--- config.mk ---
export PLATFORM = sky130hd
export DESIGN_NAME = i2c_burst_master
export DESIGN_NICKNAME = d
export VERILOG_FILES = /design/src/rtl/i2c_burst_master.sv
export SDC_FILE = /design/constraint.sdc
export NUM_CORES = 1
export LEC_CHECK = 0
export CORE_UTILIZATION = 55
export CTS_CLUSTER_SIZE = 12
export DETAILED_ROUTE_END_ITERATION = 8
export GPL_TIMING_DRIVEN = 0
export PLACE_DENSITY = 0.8
export SLEW_MARGIN = 20
export SYNTH_ARGS = -nofsm -noshare
export SYNTH_HDL_FRONTEND = slang
export SYNTH_SLANG_ARGS = --single-unit
--- constraint.sdc ---
create_clock -name clk -period 6.2 [get_ports clk]
set_input_delay 1.86 -clock clk [delete_from_list [all_inputs] [get_ports clk]]
set_output_delay 1.86 -clock clk [all_outputs]
set_load 0.005 [all_outputs]
--- src/rtl/i2c_burst_master.sv ---
// ---------------------------------------------------------------------------
// i2c_burst_master
//
// I2C write-burst master. Each accepted command produces one frame:
//   START, {slave_addr, W}, reg_addr, 0..MAX_BYTES payload bytes, STOP.
// Payload bytes are pulled in over a data_valid/data_ready handshake.
// SCL/SDA are open-drain: the *_oe outputs only pull the line low.
//
// Parameters
//   CLK_DIV    clk cycles per quarter SCL period (>= 2)
//   MAX_BYTES  maximum payload bytes per burst (>= 1)
//   CNT_W      width of byte_count
//
// Ports
//   clk, rst_n          system clock, asynchronous active-low reset
//   start               command strobe, accepted only when busy = 0
//   slave_addr[6:0]     target address          (latched at accept)
//   reg_addr[7:0]       first register address  (latched at accept)
//   byte_count[CNT_W-1:0] payload length, clamped to MAX_BYTES (latched)
//   data_in[7:0]        payload byte
//   data_valid          data_in is valid
//   data_ready          block requests the next payload byte
//   busy                burst in progress (accept+1 through done)
//   done                one-cycle pulse at end of burst
//   ack_error           a NACK occurred; set with done, held to next accept
//   scl_oe, sda_oe      1 pulls the corresponding line low
//   scl_in, sda_in      line levels (sda_in already synchronised)
//
// Build option
//   I2C_CLK_STRETCH_EN  when defined, the quarter counter waits for
//                       scl_in = 1 after every SCL release, so a slave can
//                       stretch the clock. When undefined scl_in is unused.
// ---------------------------------------------------------------------------
module i2c_burst_master #(
    parameter int CLK_DIV   = 125,
    parameter int MAX_BYTES = 16,
    parameter int CNT_W     = $clog2(MAX_BYTES + 1)
) (
    input  logic             clk,
    input  logic             rst_n,
    input  logic             start,
    input  logic [6:0]       slave_addr,
    input  logic [7:0]       reg_addr,
    input  logic [CNT_W-1:0] byte_count,
    input  logic [7:0]       data_in,
    input  logic             data_valid,
    output logic             data_ready,
    output logic             busy,
    output logic             done,
    output logic             ack_error,
    output logic             scl_oe,
    output logic             sda_oe,
    input  logic             scl_in,
    input  logic             sda_in
);

    localparam int               DIV_W    = $clog2(CLK_DIV);
    localparam logic [DIV_W-1:0] DIV_LAST = DIV_W'(CLK_DIV - 1);
    localparam logic [CNT_W-1:0] MAX_CNT  = CNT_W'(MAX_BYTES);

    typedef enum logic [3:0] {
        S_IDLE,
        S_START,
        S_ADDR,
        S_ACK_A,
        S_REG,
        S_ACK_R,
        S_FETCH,
        S_DATA,
        S_ACK_D,
        S_STOP
    } state_t;

    state_t           state;
    logic [DIV_W-1:0] qcnt;       // clk cycles within the current quarter
    logic [1:0]       phase;      // quarter index within START/bit/STOP
    logic [2:0]       bit_idx;    // bits still to send after the current one
    logic [7:0]       shreg;      // byte being shifted out, MSB first
    logic [7:0]       reg_lat;
    logic [CNT_W-1:0] left;       // payload bytes not yet fetched
    logic             nack;       // NACK seen in this burst

    logic accept;
    logic hold;
    logic tick;
    logic stretch_hold;

    assign accept = start && !busy;

`ifdef I2C_CLK_STRETCH_EN
    // After SCL has been released (phase 2 of a bit or of STOP) the next
    // quarter does not start counting until the line is really high.
    always_comb begin
        stretch_hold = 1'b0;
        if (phase == 2'd2 && !scl_in) begin
            case (state)
                S_ADDR, S_REG, S_DATA,
                S_ACK_A, S_ACK_R, S_ACK_D,
                S_STOP:  stretch_hold = 1'b1;
                default: stretch_hold = 1'b0;
            endcase
        end
    end
`else
    logic unused_scl_in;
    assign unused_scl_in = scl_in;
    assign stretch_hold  = 1'b0;
`endif

    // FETCH freezes the quarter counter except in the handshake cycle itself,
    // so a byte offered immediately costs no bus time and each stall cycle
    // adds exactly one clk cycle to the burst.
    assign hold = ((state == S_FETCH) && !data_valid) || stretch_hold;
    assign tick = busy && !hold && (qcnt == DIV_LAST);

    // Quarter-period counter
    always_ff @(posedge clk or negedge rst_n) begin
        if (!rst_n) begin
            qcnt <= '0;
        end else if (accept) begin
            qcnt <= '0;
        end else if (busy && !hold) begin
            qcnt <= (qcnt == DIV_LAST) ? '0 : qcnt + DIV_W'(1);
        end
    end

    // Burst sequencer. Every tick executes the action of the current quarter
    // and advances to the next one.
    always_ff @(posedge clk or negedge rst_n) begin
        if (!rst_n) begin
            state      <= S_IDLE;
            phase      <= '0;
            bit_idx    <= '0;
            shreg      <= '0;
            reg_lat    <= '0;
            left       <= '0;
            nack       <= 1'b0;
            busy       <= 1'b0;
            done       <= 1'b0;
            ack_error  <= 1'b0;
            data_ready <= 1'b0;
            scl_oe     <= 1'b0;
            sda_oe     <= 1'b0;
        end else begin
            done <= 1'b0;
            case (state)
                S_IDLE: begin
                    // busy is still high in the done cycle; dropping it here
                    // makes a start in that cycle be ignored.
                    if (busy) begin
                        busy <= 1'b0;
                    end else if (start) begin
                        busy      <= 1'b1;
                        ack_error <= 1'b0;
                        nack      <= 1'b0;
                        shreg     <= {slave_addr, 1'b0};
                        reg_lat   <= reg_addr;
                        left      <= (byte_count > MAX_CNT) ? MAX_CNT : byte_count;
                        phase     <= '0;
                        bit_idx   <= 3'd7;
                        state     <= S_START;
                    end
                end

                S_START: begin
                    if (tick) begin
                        if (phase == 2'd0) begin
                            sda_oe <= 1'b1;
                            phase  <= 2'd1;
                        end else begin
                            scl_oe  <= 1'b1;
                            phase   <= 2'd0;
                            bit_idx <= 3'd7;
                            state   <= S_ADDR;
                        end
                    end
                end

                S_ADDR, S_REG, S_DATA: begin
                    if (tick) begin
                        phase <= phase + 2'd1;
                        case (phase)
                            2'd0: sda_oe <= ~shreg[7];
                            2'd1: scl_oe <= 1'b0;
                            2'd2: ;
                            default: begin
                                scl_oe <= 1'b1;
                                if (bit_idx == 3'd0) begin
                                    case (state)
                                        S_ADDR:  state <= S_ACK_A;
                                        S_REG:   state <= S_ACK_R;
                                        default: state <= S_ACK_D;
                                    endcase
                                end else begin
                                    shreg   <= {shreg[6:0], 1'b0};
                                    bit_idx <= bit_idx - 3'd1;
                                end
                            end
                        endcase
                    end
                end

                S_ACK_A, S_ACK_R, S_ACK_D: begin
                    if (tick) begin
                        phase <= phase + 2'd1;
                        case (phase)
                            2'd0: sda_oe <= 1'b0;
                            2'd1: scl_oe <= 1'b0;
                            2'd2: begin
                                if (sda_in) begin
                                    nack <= 1'b1;
                                end
                            end
                            default: begin
                                scl_oe <= 1'b1;
                                if (nack) begin
                                    state <= S_STOP;
                                end else if (state == S_ACK_A) begin
                                    shreg   <= reg_lat;
                                    bit_idx <= 3'd7;
                                    state   <= S_REG;
                                end else if (left == '0) begin
                                    state <= S_STOP;
                                end else begin
                                    data_ready <= 1'b1;
                                    state      <= S_FETCH;
                                end
                            end
                        endcase
                    end
                end

                S_FETCH: begin
                    // data_ready is high throughout this state
                    if (data_valid) begin
                        shreg      <= data_in;
                        data_ready <= 1'b0;
                        left       <= left - CNT_W'(1);
                        bit_idx    <= 3'd7;
                        phase      <= 2'd0;
                        state      <= S_DATA;
                    end
                end

                S_STOP: begin
                    if (tick) begin
                        phase <= phase + 2'd1;
                        case (phase)
                            2'd0: begin
                                sda_oe <= 1'b1;
                                scl_oe <= 1'b1;
                            end
                            2'd1: scl_oe <= 1'b0;
                            default: begin
                                sda_oe    <= 1'b0;
                                done      <= 1'b1;
                                ack_error <= nack;
                                phase     <= 2'd0;
                                state     <= S_IDLE;
                            end
                        endcase
                    end
                end

                default: state <= S_IDLE;
            endcase
        end
    end

endmodule

==> run_results.csv, run 1 <==
group,metric,value,unit
setup_path,crit_chain,"clkdlybuf4s50_1 -> nor2b_1 -> o32ai_1 -> or4b_1 -> buf_2 -> mux2_4",
setup_path,cp.arrival,4.10,ns
job,maxCapViolCount,0,
clocking,clk_latency,0.30,ns
sta,rsz0062_at_grt,"false",
floorplanning,dieArea,6047,µm²
pwr,netSwitchingPower,0.7887,mW
setup_path,crit_required,6.39,ns
cells_and_area,final_nets,433,
sta,finClkSkew,0.006605,ns
pwr,pwr-share-clk,0.111,
logic_synthesis,yosysUniqueCellTypes,68,
place,gp_congestion,0.9456,
setup_path,start_kind,"input port",
floorplanning,die_h,77.76,µm
cells_and_area,fill_cells,465,
sta,fmaxAchievable,255.9,MHz
setup_path,crit_slowest_cell,"or4b_1",
floorplanning,rows,27,
global_routing,track_usage,0.2788,
setup_path,critical_path_class,"in2reg",
route,via_per_inst,6.262,
sta,fin_setup_tns,0,ns
clocking,cts.sinks,44,
setup_path,path_delay_family,"simple AND/OR/NAND/NOR gates",
global_routing,busiest_layer,"met2",
setup_path,cp_max_fo,6,
cells_and_area,drive_gt1_frac,0.1568,
global_routing,use_met2,0.4487,
logic_synthesis,synthFlopType,"dfrtp_1",
clocking,cts_root_buf,"clkbuf_8",
sta,hold_viol,0,
sta,fin_hold_ws,0.4963,ns
sta,tightest_slew,0.9893,ns
pwr,p_int,0.9735,mW
global_routing,grt_pass1_wl,13120,µm
global_routing,grtUsageMet3,0.05882,
floorplanning,start_util,0.5733,
setup_path,end_kind,"flop",
route,wire_per_inst,17.02,µm
logic_synthesis,yosysSeqAreaShare,0.3488,
logic_synthesis,ys_async_sr_fraction,1.000,
clocking,cts_tree,"yes",
logic_synthesis,synth.yosys.warnings,0,
clocking,cts_resized,0,
pwr,combPwrFrac,0.620,
route,ant_nets,0,
global_routing,grt_overflow,0,
place,io_buffers,38,
global_routing,antenna_found_initial,0,
place,dp_hpwl,5868,µm
clocking,post_cts_buffers,0,
clocking,holdBufCountCts,0,
logic_synthesis,synth.avg_cell_area,9.230,µm²
sta,setup_violations,0,
pwr,p_total,1.762,mW
global_routing,grt_pass1_vias,2717,
logic_synthesis,syn_area,3157,µm²
floorplanning,core,5507,µm²
clocking,cts_buffers,5,
min_path,worstHoldPathType,"reg2reg",
clocking,htreeDepth,2,
route,dr.pass1.iters,5,
clocking,clkTransAtPathRegs,0.09,ns
setup_path,cpPeakStageDelay,0.59,ns
sta,maxSlewHeadroom,0.3335,
logic_synthesis,synthesis.nets,387,
setup_path,path_buf_inv,2,
route,drtIter0Drc,376,
sta,drv_slew,0,
sta,fin_crit_sh,0.6302,
logic_synthesis,synth_edf_count,0,
logic_synthesis,syn_inst,342,
pwr,ir_drop,0.2210,mV
floorplanning,boundaryPins,40,
global_routing,grt_max_degree,31,
pwr,swShare,0.4475,
pwr,power_density,471.2,nW/µm²
sta,min_period,3.907,ns
cells_and_area,syn_to_final_growth,18.47,%
route,vias,2887,
pwr,power_leakage,1.548,nW
cells_and_area,n_antenna_cell,0,
clocking,clk_path_buf_depth,2,
route,wirelength,7845,µm
logic_synthesis,ys_seq_elements,44,
route,drc,0,
floorplanning,fp.dieW,77.76,µm
pwr,sequentialPowerShare,0.268,
run_status,outcome,"finished clean",
global_routing,grtUsageMet1,0.3649,
metal layers:
metal / up-vias / wire length [µm]
li1: 1371 / -
met1: 1363 / 3353
met2: 130 / 3729
met3: 23 / 564
met4: 0 / 197
met5: - / 0
cells in the final DEF, fill, tap and decap left out, types with 3 or more instances in the layout:
cell type / count
a2111oi_0: 3
a21oi_1: 16
a22o_1: 5
a22oi_1: 9
a31oi_1: 6
a32oi_1: 3
a41oi_1: 3
and3_1: 3
buf_1: 4
buf_2: 5
buf_4: 3
clkbuf_1: 6
clkbuf_8: 6
clkdlybuf4s50_1: 37
dfrtp_1: 44
ha_1: 11
inv_1: 15
mux2_2: 23
mux2_4: 3
mux2i_1: 4
nand2_1: 19
nand2b_1: 6
nand3_1: 5
nand3b_1: 3
nor2_1: 36
nor2b_1: 5
nor3_1: 8
nor3b_1: 4
o211ai_1: 3
o21ai_0: 27
o31ai_1: 4
o32a_1: 4
o32ai_1: 5
or2_2: 3
power groups by stage:
stage,Clock (mW),Combinational [mW],Sequential [mW]
global placement,0,1.05,0.472
detailed placement,0,1.07,0.478
CTS,0.198,1.08,0.472
floorplan,0,0.836,0.453
finish,0.196,1.09,0.473
global route,0.210,1.20,0.484
stage by stage:
stage | cells | setup slack (ns) | cell area [µm²] | util
2_1_floorplan | 342 | 2.836 | 3157 | -
3_3_place_gp | 452 | 2.057 | 3627 | 0.6587
3_5_place_dp | 453 | 2.069 | 3642 | 0.6614
4_1_cts | 461 | 2.354 | 3740 | 0.6792
5_1_grt | 461 | 2.219 | 3740 | 0.6792
6_report | 461 | 2.293 | 3740 | 0.6792
cell type report:
class | instances | area [µm²] | share of cell area
multi-input cells | 263 | 1892 | 0.5059
flip-flops and latches | 44 | 1101 | 0.2944
repair buffers | 39 | 395.4 | 0.1057
plain buffers | 20 | 107.6 | 0.02877
well taps | 72 | 90.09 | 0.02409
clock buffers | 6 | 82.58 | 0.02208
inverters | 15 | 56.30 | 0.01506
clock inverters | 2 | 15.01 | 0.004015
cell usage after synthesis (all sizes together), types with 3 or more instances:
master    n  share of area
mux2i     4          0.013
nand3b    3         0.0071
and3      3         0.0059
o21ai    27          0.043
or3       3         0.0075
a41oi     3         0.0083
o31ai     4         0.0095
ha       11          0.044
inv      15          0.018
a2111oi   4          0.017
nor3b     4         0.0095
nor2     37          0.045
nor2b     5         0.0099
a22oi     9          0.021
or2       3         0.0059
buf      13          0.025
o32a      4          0.013
a32oi     3         0.0083
nand2    20          0.025
dfrtp    44           0.35
mux2     27           0.10
a21oi    17          0.028
a31oi     6          0.012
o32ai     5          0.014
nand3     5         0.0079
nor3      8          0.013
a22o      5          0.014
o211ai    5          0.015
clkbuf    7         0.0087
nand2b    6          0.012
cells by family (layout without fill, tap and decap cells):
kind of cell / after synthesis / in the layout / synth area share
adders and majority gates: 11 / 11 / 0.04360
buffers and inverters: 35 / 82 / 0.05192
AOI/OAI and AO/OA: 110 / 110 / 0.2517
xor gates and xnor gates: 2 / 2 / 0.007929
DFF: 44 / 44 / 0.3488
and+or+nand+nor: 109 / 109 / 0.1835
muxes: 31 / 31 / 0.1126
path summary, 6_finish.rpt:
path / start / endpoint / slack, ns / cells after the start
hold / removal: scl_oe / scl_oe / 0.50 / 1
setup / recovery: start / state[1] / 2.29 / 6
max in group asynchronous: rst_n / bit_idx[1] / 4.26 / 2
min in group asynchronous: rst_n / qcnt[0] / 1.46 / 1
setup reg to reg: state[1] / state[1] / 3.68 / 8
hold reg to reg: scl_oe / scl_oe / 0.50 / 1
state kept, by name (all words and copies together), names as in the netlist, 2 cells and up:
register	count
reg_lat	8
shreg	8
qcnt	7
left	5
state	4
bit_idx	3
phase	2
worst register-to-register path: stages (launching register included):
cell and delay, ns:
dfrtp_1 0.38, buf_6 0.14, buf_4 0.17, nor2_1 0.45, nor2_1 0.20, o32ai_1 0.38
or4b_1 0.20, buf_2 0.18, mux2_4 0.31
(Power assumes the default switching activity.)
==> run 2, diff against run 1 <==
- clock period: 6.2 -> 4.1 ns (I/O delays scaled with it)
==> results of run 2 <==
Same layout as run 1 (identical final DEF). Status: finished clean.
Main changes from that run: setup slack after placement 2.069 ns -> 0.5988 ns; setup slack after layout 2.293 ns -> 0.8225 ns; register-to-register setup slack 3.68 ns -> 1.58 ns; total power 1.762 mW -> 2.665 mW; worst IR drop on VDD 0.2210 mV -> 0.3342 mV
==> patch, RTL diff (flow settings as in run 1) <==
Re-encode `state_t` (10 states) as Gray code, 4 bits wide.
--- a/src/rtl/i2c_burst_master.sv
+++ b/src/rtl/i2c_burst_master.sv
@@ -61,12 +61,12 @@
     typedef enum logic [3:0] {
-        S_IDLE,
-        S_START,
-        S_ADDR,
-        S_ACK_A,
-        S_REG,
-        S_ACK_R,
-        S_FETCH,
-        S_DATA,
-        S_ACK_D,
-        S_STOP
+        S_IDLE  = 4'b0000,
+        S_START = 4'b0001,
+        S_ADDR  = 4'b0011,
+        S_ACK_A = 4'b0010,
+        S_REG   = 4'b0110,
+        S_ACK_R = 4'b0111,
+        S_FETCH = 4'b0101,
+        S_DATA  = 4'b0100,
+        S_ACK_D = 4'b1100,
+        S_STOP  = 4'b1101
     } state_t;
Function: no difference found for any inputs over 10 cycles, from zero or initial values and one cycle with rst_n low; not proved beyond that.
==> patch against run 1 <==
  * Largest cell class unchanged
  * Global-route usage increased by 1.7 points
  * Sequential cell count unchanged
  * Area after synthesis decreased by 4.4%
  * Worst setup slack got worse by 0.070 ns
  * Cell area fell by 3.8%
  * Routed wire length grew 2.7%
  * Critical endpoint is now bit_idx[1]
  * Fmax decreased by 1.8%
Power is not compared: it rests on default switching activity, and its combinational part moved more than twofold at a synthesized area within 25%.
==> patch: results (changes against run 1) <==
<table>
<tr><th>Metric</th><th>Value</th></tr>
<tr><th colspan="2">Routing</th></tr>
<tr><td>DRC violation total after the first TritonRoute iteration</td><td>290 (-23%)</td></tr>
<tr><td>First-pass iteration count of the detailed router</td><td>7 (+2)</td></tr>
<tr><td>Total routed wirelength</td><td>8060 microns (+2.7%)</td></tr>
<tr><td>Total via count in the routed design</td><td>2916 (+1.0%)</td></tr>
<tr><th colspan="2">Synth</th></tr>
<tr><td>Synthesized Nets</td><td>399 (+3.1%)</td></tr>
<tr><td>Adder-Cell Fraction of Synth Area</td><td>0.0456 (+0.00201)</td></tr>
<tr><td>Count of unique library cells instantiated by Yosys</td><td>60 (-12%)</td></tr>
<tr><td>Largest cells by area after synthesis</td><td>sky130_fd_sc_hd__dfrtp_1 (36%), sky130_fd_sc_hd__nand2_1 (6.7%), sky130_fd_sc_hd__o21ai_0 (6.0%)</td></tr>
<tr><td>Xor/xnor cell area share of the yosys netlist</td><td>0.00829 (+0.000365)</td></tr>
<tr><td>Most frequent cells after synthesis</td><td>sky130_fd_sc_hd__nand2_1 (54), sky130_fd_sc_hd__dfrtp_1 (44), sky130_fd_sc_hd__o21ai_0 (36)</td></tr>
<tr><td>Synthesized instance count</td><td>354 (+3.5%)</td></tr>
<tr><td>Multiplexer area fraction after synthesis</td><td>0.0597 (-0.0529)</td></tr>
<tr><td>Complex-gate fraction of the synthesized area</td><td>0.271 (+0.0195)</td></tr>
<tr><th colspan="2">GRT</th></tr>
<tr><td>GRT Resource Usage Total</td><td>0.296 (+0.0174)</td></tr>
<tr><td>Pin count of the biggest net entering global routing</td><td>26 (-16%)</td></tr>
<tr><td>Via count of the first global-routing pass</td><td>2793 (+2.8%)</td></tr>
<tr><th colspan="2">Placement</th></tr>
<tr><td>Last weighted congestion value of the routability-driven placer</td><td>0.939 (-0.68%)</td></tr>
<tr><td>Cell count after placement</td><td>463 (+2.2%)</td></tr>
<tr><th colspan="2">Worst setup path</th></tr>
<tr><td>Largest incremental delay on the critical path</td><td>0.65 ns (+0.06 ns)</td></tr>
<tr><td>Endpoint arrival time on the critical path</td><td>4.16 ns (+0.06 ns)</td></tr>
<tr><td>Worst Path Max Fanout</td><td>9 (+3)</td></tr>
<tr><td>Cell with the biggest individual delay on the critical path</td><td>sky130_fd_sc_hd__clkdlybuf4s50_1</td></tr>
<tr><th colspan="2">Cells and area</th></tr>
<tr><td>Fraction of final layout cells with drive strength greater than 1</td><td>0.0948 (-0.0620)</td></tr>
<tr><td>Non-filler instance count after layout</td><td>471 (+2.2%)</td></tr>
<tr><td>Number of nets at the end of the flow</td><td>445 (+2.8%)</td></tr>
<tr><th colspan="2">STA</th></tr>
<tr><td>Worst slew pin tran</td><td>0.876 ns (-0.113 ns)</td></tr>
<tr><td>Layout Skew</td><td>0.0126 ns (+0.00598 ns)</td></tr>
<tr><th colspan="2">Run status</th></tr>
<tr><td>Status</td><td>finished clean</td></tr>
</table>
patch: cell type report:
class                      count  area (sq um)  area share
tap                           70          87.6      0.0243
clock inverter                 2          15.0     0.00417
timing repair buffer          39           395       0.110
clock buffer                   6          82.6      0.0229
inverter                      18          67.6      0.0188
buffer                        16          75.1      0.0209
sequential                    44          1100       0.306
multi-input combinational    276          1770       0.493
patch: kinds of logic (layout without fill, tap and decap cells):
family | after synthesis | count (layout)
and+or+nand+nor | 124 | 124
buffers and inverters | 34 | 81
AOI/OAI and AO/OA | 124 | 124
xor gates and xnor gates | 2 | 2
adders and majority gates | 11 | 11
DFF | 44 | 44
muxes | 15 | 15
patch: path summary, 6_finish.rpt:
path,from,to,slack (ns),depth (start not counted)
worst max-delay path,data_valid,bit_idx[1],2.22,6
worst min-delay path,reg_lat[0],reg_lat[0],0.48,2
worst max register to register,state[1],bit_idx[1],3.64,7
worst min register to register,reg_lat[0],reg_lat[0],0.48,2
max in group asynchronous,rst_n,bit_idx[1],4.20,2
min in group asynchronous,rst_n,phase[1],1.49,1
patch: worst min-delay path, cell delays in order (launching register included):
cell	delay, ns
sky130_fd_sc_hd__dfrtp_1	0.35
sky130_fd_sc_hd__nand2_1	0.05
sky130_fd_sc_hd__nand2_1	0.06
patch: stage by stage:
step	hold WS [ns]	setup slack [ns]	area, sq um
2_1_floorplan	0.446	2.87	3020
3_3_place_gp	0.460	2.00	3490
6_report	0.480	2.22	3600
4_1_cts	0.485	2.28	3600
3_5_place_dp	0.462	1.97	3500
5_1_grt	0.509	2.14	3600
patch: layer usage:
| layer | GRT usage | part of all wire | up-vias |
|---|---|---|---|
| met2 | 0.477 | 0.48 | 150 |
| met4 | 0.104 | 0.019 | 0 |
| met3 | 0.0599 | 0.072 | 21 |
| met5 | 0 | 0 | - |
| li1 | - | - | 1375 |
| met1 | 0.397 | 0.43 | 1370 |
patch: power breakdown:
| group | internal, mW | switching (mW) |
|---|---|---|
| Combinational | 0.175 | 0.220 |
| Clock | 0.0904 | 0.109 |
| Sequential | 0.373 | 0.0771 |
| Total | 0.639 | 0.406 |
